`config.mk`:
```
export PLATFORM = sky130hd
export DESIGN_NAME = alu_operand_stage
export DESIGN_NICKNAME = d
export VERILOG_FILES = /design/src/rtl/alu_operand_stage.sv
export SDC_FILE = /design/constraint.sdc
export NUM_CORES = 1
export LEC_CHECK = 0
export CAP_MARGIN = 10
export CORE_AREA = 2 2 147 149
export CTS_BUF_LIST = sky130_fd_sc_hd__clkbuf_4
export DETAILED_ROUTE_END_ITERATION = 7
export DIE_AREA = 0 0 149 151
export PLACE_DENSITY = 0.71
export SLEW_MARGIN = 20
export SYNTH_ARGS = -nofsm -noshare
export SYNTH_HDL_FRONTEND = slang
export SYNTH_SLANG_ARGS = --single-unit
```
`constraint.sdc`:
```
create_clock -name clk -period 4.24 [get_ports clk]
set_clock_uncertainty 0.1 [all_clocks]
set_input_delay 0.848 -clock clk [delete_from_list [all_inputs] [get_ports clk]]
set_output_delay 0.848 -clock clk [all_outputs]
set_load 0.01 [all_outputs]
```
`src/rtl/alu_operand_stage.sv`:
```
// ID->EX operand stage: forwards register sources from EX/MEM/WB, selects both ALU
// operands, stalls on load-use hazards and registers the result behind a valid/ready handshake.
module alu_operand_stage #(
    parameter int XLEN       = 32,
    parameter int REG_ADDR_W = 5,
    parameter int CNT_W      = 16
) (
    input  logic                  clk,
    input  logic                  rst,
    input  logic                  flush,
    input  logic                  in_valid,
    output logic                  in_ready,
    input  logic [REG_ADDR_W-1:0] in_rs1_addr,
    input  logic [REG_ADDR_W-1:0] in_rs2_addr,
    input  logic                  in_uses_rs1,
    input  logic                  in_uses_rs2,
    input  logic [XLEN-1:0]       in_rs1_data,
    input  logic [XLEN-1:0]       in_rs2_data,
    input  logic [XLEN-1:0]       in_imm,
    input  logic [4:0]            in_shamt,
    input  logic [XLEN-1:0]       in_pc,
    input  logic                  in_a_sel,
    input  logic [1:0]            in_b_sel,
    input  logic                  ex_wr_en,
    input  logic                  ex_is_load,
    input  logic [REG_ADDR_W-1:0] ex_rd,
    input  logic [XLEN-1:0]       ex_data,
    input  logic                  mem_wr_en,
    input  logic [REG_ADDR_W-1:0] mem_rd,
    input  logic [XLEN-1:0]       mem_data,
    input  logic                  wb_wr_en,
    input  logic [REG_ADDR_W-1:0] wb_rd,
    input  logic [XLEN-1:0]       wb_data,
    output logic                  out_valid,
    input  logic                  out_ready,
    output logic [XLEN-1:0]       out_alu_in1,
    output logic [XLEN-1:0]       out_alu_in2,
    output logic [XLEN-1:0]       out_store_data,
    output logic [CNT_W-1:0]      bubble_cnt
);

    logic [REG_ADDR_W-1:0] src_addr [2];
    logic [XLEN-1:0]       rf_data  [2];
    logic [XLEN-1:0]       fwd_data [2];
    logic                  src_used [2];
    logic                  load_hit [2];

    assign src_addr[0] = in_rs1_addr;
    assign src_addr[1] = in_rs2_addr;
    assign rf_data[0]  = in_rs1_data;
    assign rf_data[1]  = in_rs2_data;
    assign src_used[0] = in_uses_rs1;
    assign src_used[1] = in_uses_rs2;

    // A load in EX has no data yet, so it never forwards; it stalls instead.
    generate
        for (genvar gi = 0; gi < 2; gi++) begin : g_src
            logic ex_hit;
            logic mem_hit;
            logic wb_hit;
            assign ex_hit  = ex_wr_en & ~ex_is_load & (ex_rd == src_addr[gi]);
            assign mem_hit = mem_wr_en & (mem_rd == src_addr[gi]);
            assign wb_hit  = wb_wr_en & (wb_rd == src_addr[gi]);
            assign fwd_data[gi] = (src_addr[gi] == '0) ? '0 :
                                  ex_hit  ? ex_data  :
                                  mem_hit ? mem_data :
                                  wb_hit  ? wb_data  : rf_data[gi];
            assign load_hit[gi] = src_used[gi] & (ex_rd == src_addr[gi]);
        end
    endgenerate

    logic                 out_valid_reg;
    logic [XLEN-1:0]      alu_in1_reg;
    logic [XLEN-1:0]      alu_in2_reg;
    logic [XLEN-1:0]      store_data_reg;
    logic [CNT_W-1:0]     bubble_cnt_reg;

    logic                 load_use;
    logic                 capture;
    logic                 bubble_inc;
    logic [XLEN-1:0]      opa_next;
    logic [XLEN-1:0]      opb_next;

    assign load_use   = ex_wr_en & ex_is_load & (ex_rd != '0) & (load_hit[0] | load_hit[1]);
    assign in_ready   = ~flush & ~load_use & (~out_valid_reg | out_ready);
    assign capture    = in_valid & in_ready;
    assign bubble_inc = in_valid & load_use & ~flush;
    assign opa_next   = in_a_sel ? in_pc : fwd_data[0];

    always_comb begin
        opb_next = fwd_data[1];
        case (in_b_sel)
            2'b00:   opb_next = fwd_data[1];
            2'b01:   opb_next = in_imm;
            2'b10:   opb_next = {{(XLEN-5){1'b0}}, in_shamt};
            default: opb_next = XLEN'(4);
        endcase
    end

    always_ff @(posedge clk) begin
        if (rst) begin
            out_valid_reg  <= 1'b0;
            alu_in1_reg    <= '0;
            alu_in2_reg    <= '0;
            store_data_reg <= '0;
            bubble_cnt_reg <= '0;
        end else begin
            if (capture) begin
                out_valid_reg  <= 1'b1;
                alu_in1_reg    <= opa_next;
                alu_in2_reg    <= opb_next;
                store_data_reg <= fwd_data[1];
            end else if (flush || out_ready) begin
                out_valid_reg  <= 1'b0;
            end
            if (bubble_inc && (bubble_cnt_reg != {CNT_W{1'b1}})) begin
                bubble_cnt_reg <= bubble_cnt_reg + CNT_W'(1);
            end
        end
    end

    assign out_valid      = out_valid_reg;
    assign out_alu_in1    = alu_in1_reg;
    assign out_alu_in2    = alu_in2_reg;
    assign out_store_data = store_data_reg;
    assign bubble_cnt     = bubble_cnt_reg;

endmodule

```
==> insert_results.sql <==
INSERT INTO impl_metrics (metric_group, metric, value, unit) VALUES
('critical_path', 'critical_path.cell_chain', 'clkdlybuf4s50_1 > xnor2_1 > nand3_1 > o22ai_1 > a211oi_1 > clkdlybuf4s50_1', ''),
('grt', 'grt_antenna_before_repair', '13', ''),
('final_layout', 'finish.net_count', '1493', ''),
('run_status', 'status', 'completed', ''),
('timing', 'fmax', '255.7', 'MHz'),
('critical_path', 'category_of_the_most_critical_setup_path', 'input pin to output port', ''),
('clocking', 'clockRootBuffer', 'sky130_fd_sc_hd__clkbuf_4', ''),
('clocking', 'cts_post_setup_buffers_inserted', '0', ''),
('clocking', 'cts_buffer_depth', '2', ''),
('route', 'wire_per_inst', '25.48', 'um'),
('critical_path', 'worstSetupPathDepth', '6', ''),
('pwr', 'total_switching_power', '932.2', 'uW'),
('critical_path', 'setup.worst_path.start', 'in_rs2_addr[3]', ''),
('yosys', 'synth.yosys.seq_area_share', '31.66', '%'),
('route', 'drtPass1Iterations', '8', ''),
('final_layout', 'fraction_of_final_layout_cells_with_drive_strength_greater_than_1', '7.039', '%'),
('yosys', 'synth_compound_gate_area_share', '33.15', '%'),
('yosys', 'synthDominantAreaCellType', 'sky130_fd_sc_hd__dfxtp_1', ''),
('pwr', 'clkPwrFrac', '31.7', '%'),
('clocking', 'cts.sinks', '113', ''),
('critical_path', 'setup.worst_path.end_class', 'output port', ''),
('critical_path', 'worstPathRequired', '3.29', 'ns'),
('hold_path', 'holdCritPathClass', 'flop to flop', ''),
('yosys', 'synth_adder_area_share', '0.1751', '%'),
('pwr', 'ir_drop', '0.0001670', 'V'),
('critical_path', 'r2r_start', 'bubble_cnt[0]$_SDFFE_PP0P_', ''),
('clocking', 'clock_latency', '0.53', 'ns'),
('placed_design', 'detailed_place_hpwl', '28.06', 'mm'),
('final_layout', 'layout_common_cells', 'sky130_fd_sc_hd__clkdlybuf4s50_1 (377), sky130_fd_sc_hd__dfxtp_1 (113), sky130_fd_sc_hd__nor2_1 (110)', ''),
('pwr', 'cell_internal_pwr', '2044', 'uW'),
('route', 'vias', '9361', ''),
('timing', 'max_slew_headroom', '37.15', '%'),
('route', 'post_detailed_routing_wire_length', '38.79', 'mm'),
('placed_design', 'numPortBuffers', '381', ''),
('yosys', 'postSynth.asyncResetShare', '0', '%'),
('floorplanning', 'dieArea', '0.02250', 'mm2'),
('final_layout', 'area_growth_syn_to_layout', '62.49', '%'),
('critical_path', 'endpoint', 'in_ready', ''),
('timing', 'layout_min_cycle_time', '3.911', 'ns'),
('yosys', 'synth_simple_gate_area_share', '20.61', '%'),
('floorplanning', 'floorplan.rows', '53', ''),
('critical_path', 'critical_path_peak_fanout', '6', ''),
('floorplanning', 'fp.coreArea', '0.02082', 'mm2'),
('clocking', 'cts_hold_buffers', '0', ''),
('yosys', 'ys_top_cells_by_area', 'sky130_fd_sc_hd__dfxtp_1 (32%), sky130_fd_sc_hd__a221oi_1 (7.5%), sky130_fd_sc_hd__nor2_1 (5.8%)', ''),
('timing', 'rsz0062_at_grt', 'no', ''),
('critical_path', 'reg2reg_slack', '1.98', 'ns'),
('grt', 'track_usage', '33.55', '%'),
('grt', 'global_route.overflow_total', '0', ''),
('route', 'final_antenna_net_count', '0', ''),
('grt', 'grt_max_degree', '63', ''),
('yosys', 'xor_and_xnor_area_share_after_synthesis', '3.677', '%'),
('clocking', 'cts_max_level', '4', ''),
('critical_path', 'critPathLaunchType', 'input pin', ''),
('critical_path', 'critPathMostFrequentCell', 'sky130_fd_sc_hd__clkdlybuf4s50_1', ''),
('timing', 'post_route_worst_hold_slack', '0.3851', 'ns'),
('timing', 'hold_viol_final', '0', ''),
('yosys', 'yosysTopAreaCellShare', '31.66', '%'),
('critical_path', 'worst_reg2reg_endpoint', 'bubble_cnt[6]$_SDFFE_PP0P_', ''),
('pwr', 'power_leakage', '0.003821', 'uW'),
('floorplanning', 'ios', '382', ''),
('placed_design', 'place_ws', '0.3364', 'ns'),
('critical_path', 'cp.arrival', '2.96', 'ns'),
('clocking', 'clkTransAtPathRegs', '0.11', 'ns'),
('yosys', 'synth_ff_type', 'sky130_fd_sc_hd__dfxtp_1', ''),
('critical_path', 'max_stage_delay_cell_worst_path', 'sky130_fd_sc_hd__clkdlybuf4s50_1', ''),
('yosys', 'synth_enable_flop_cells', '0', ''),
('clocking', 'cts.repair.resized', '0', ''),
('floorplanning', 'initial_core_util', '34.32', '%'),
('floorplanning', 'die-width', '149', 'um'),
('final_layout', 'final_util', '55.76', '%');
[synthesized netlist by cell type (13+ instances only)]
cell,n
sky130_fd_sc_hd__nand3_1,13
sky130_fd_sc_hd__or4_1,14
sky130_fd_sc_hd__a222oi_1,24
sky130_fd_sc_hd__clkbuf_1,87
sky130_fd_sc_hd__nor2_1,111
sky130_fd_sc_hd__o21ai_0,38
sky130_fd_sc_hd__nor3_1,58
sky130_fd_sc_hd__a211o_1,33
sky130_fd_sc_hd__o31ai_1,14
sky130_fd_sc_hd__xnor2_1,22
sky130_fd_sc_hd__o2bb2ai_1,24
sky130_fd_sc_hd__nand4_1,36
sky130_fd_sc_hd__nand2_1,20
sky130_fd_sc_hd__mux2i_1,32
sky130_fd_sc_hd__a221oi_1,61
sky130_fd_sc_hd__a21oi_1,26
sky130_fd_sc_hd__dfxtp_1,113
sky130_fd_sc_hd__a211oi_1,40
sky130_fd_sc_hd__a31oi_1,29
[through the flow]
| stage | instance area (um2) | instances |
|---|---|---|
| after floorplan | 7146 | 890 |
| after global placement | 11260 | 1480 |
| after detailed placement | 11270 | 1480 |
| after CTS | 11580 | 1511 |
| after global routing | 11610 | 1520 |
| final | 11610 | 1522 |
[per-layer routing]
layer	part of all wire (%)	vias to the layer above	global-route usage, %
li1	-	4198	-
met1	39	4449	42.61
met2	46	609	53.11
met3	11	101	9.367
met4	4.3	4	15.10
met5	0.077	-	0
[power by group through the flow]
| stage | Combinational, uW | Sequential, uW | Clock [uW] |
|---|---|---|---|
| after floorplan | 305 | 1190 | 0 |
| after global placement | 862 | 1170 | 0 |
| after detailed placement | 867 | 1170 | 0 |
| after CTS | 871 | 1150 | 953 |
| after global routing | 929 | 1160 | 1000 |
| final | 882 | 1150 | 943 |
[area by class of cell]
class                           instances  area (um2)
Clock buffer                           17       127.6
Inverter                                3       11.26
Fill cell                            1967        9211
Sequential cell                       113        2262
Timing Repair Buffer                  417        4116
Clock inverter                         14       190.2
Antenna cell                           11       27.53
Tap cell                              275       344.1
Multi-Input combinational cell        672        4532
[cell families (layout without fill, tap and decap cells)]
logic type | after synthesis | after routing
AO/OA/AOI/OAI | 311 | 311
AND/OR/NAND/NOR | 296 | 296
flip-flops | 113 | 113
buffers and inverters | 105 | 451
multiplexers | 34 | 34
XOR/XNOR | 30 | 30
adder cells (fa/ha/maj) | 1 | 1
other | 0 | 11
[worst min path at each step]
| stage | startpoint | to | slack [ns] | cells past startpoint |
|---|---|---|---|---|
| after global placement | out_alu_in2[16]$_SDFFE_PP0P_ | out_alu_in2[16]$_SDFFE_PP0P_ | 0.35 | 1 |
| after CTS | out_alu_in2[8]$_SDFFE_PP0P_ | out_alu_in2[8]$_SDFFE_PP0P_ | 0.38 | 1 |
| after detailed placement | out_alu_in2[15]$_SDFFE_PP0P_ | out_alu_in2[15]$_SDFFE_PP0P_ | 0.35 | 1 |
| after global routing | out_alu_in2[20]$_SDFFE_PP0P_ | out_alu_in2[20]$_SDFFE_PP0P_ | 0.40 | 1 |
| final | out_alu_in2[16]$_SDFFE_PP0P_ | out_alu_in2[16]$_SDFFE_PP0P_ | 0.39 | 1 |
| after floorplan | out_alu_in2[10]$_SDFFE_PP0P_ | out_alu_in2[10]$_SDFFE_PP0P_ | 0.39 | 1 |
Power figures use the tool's default switching activity.
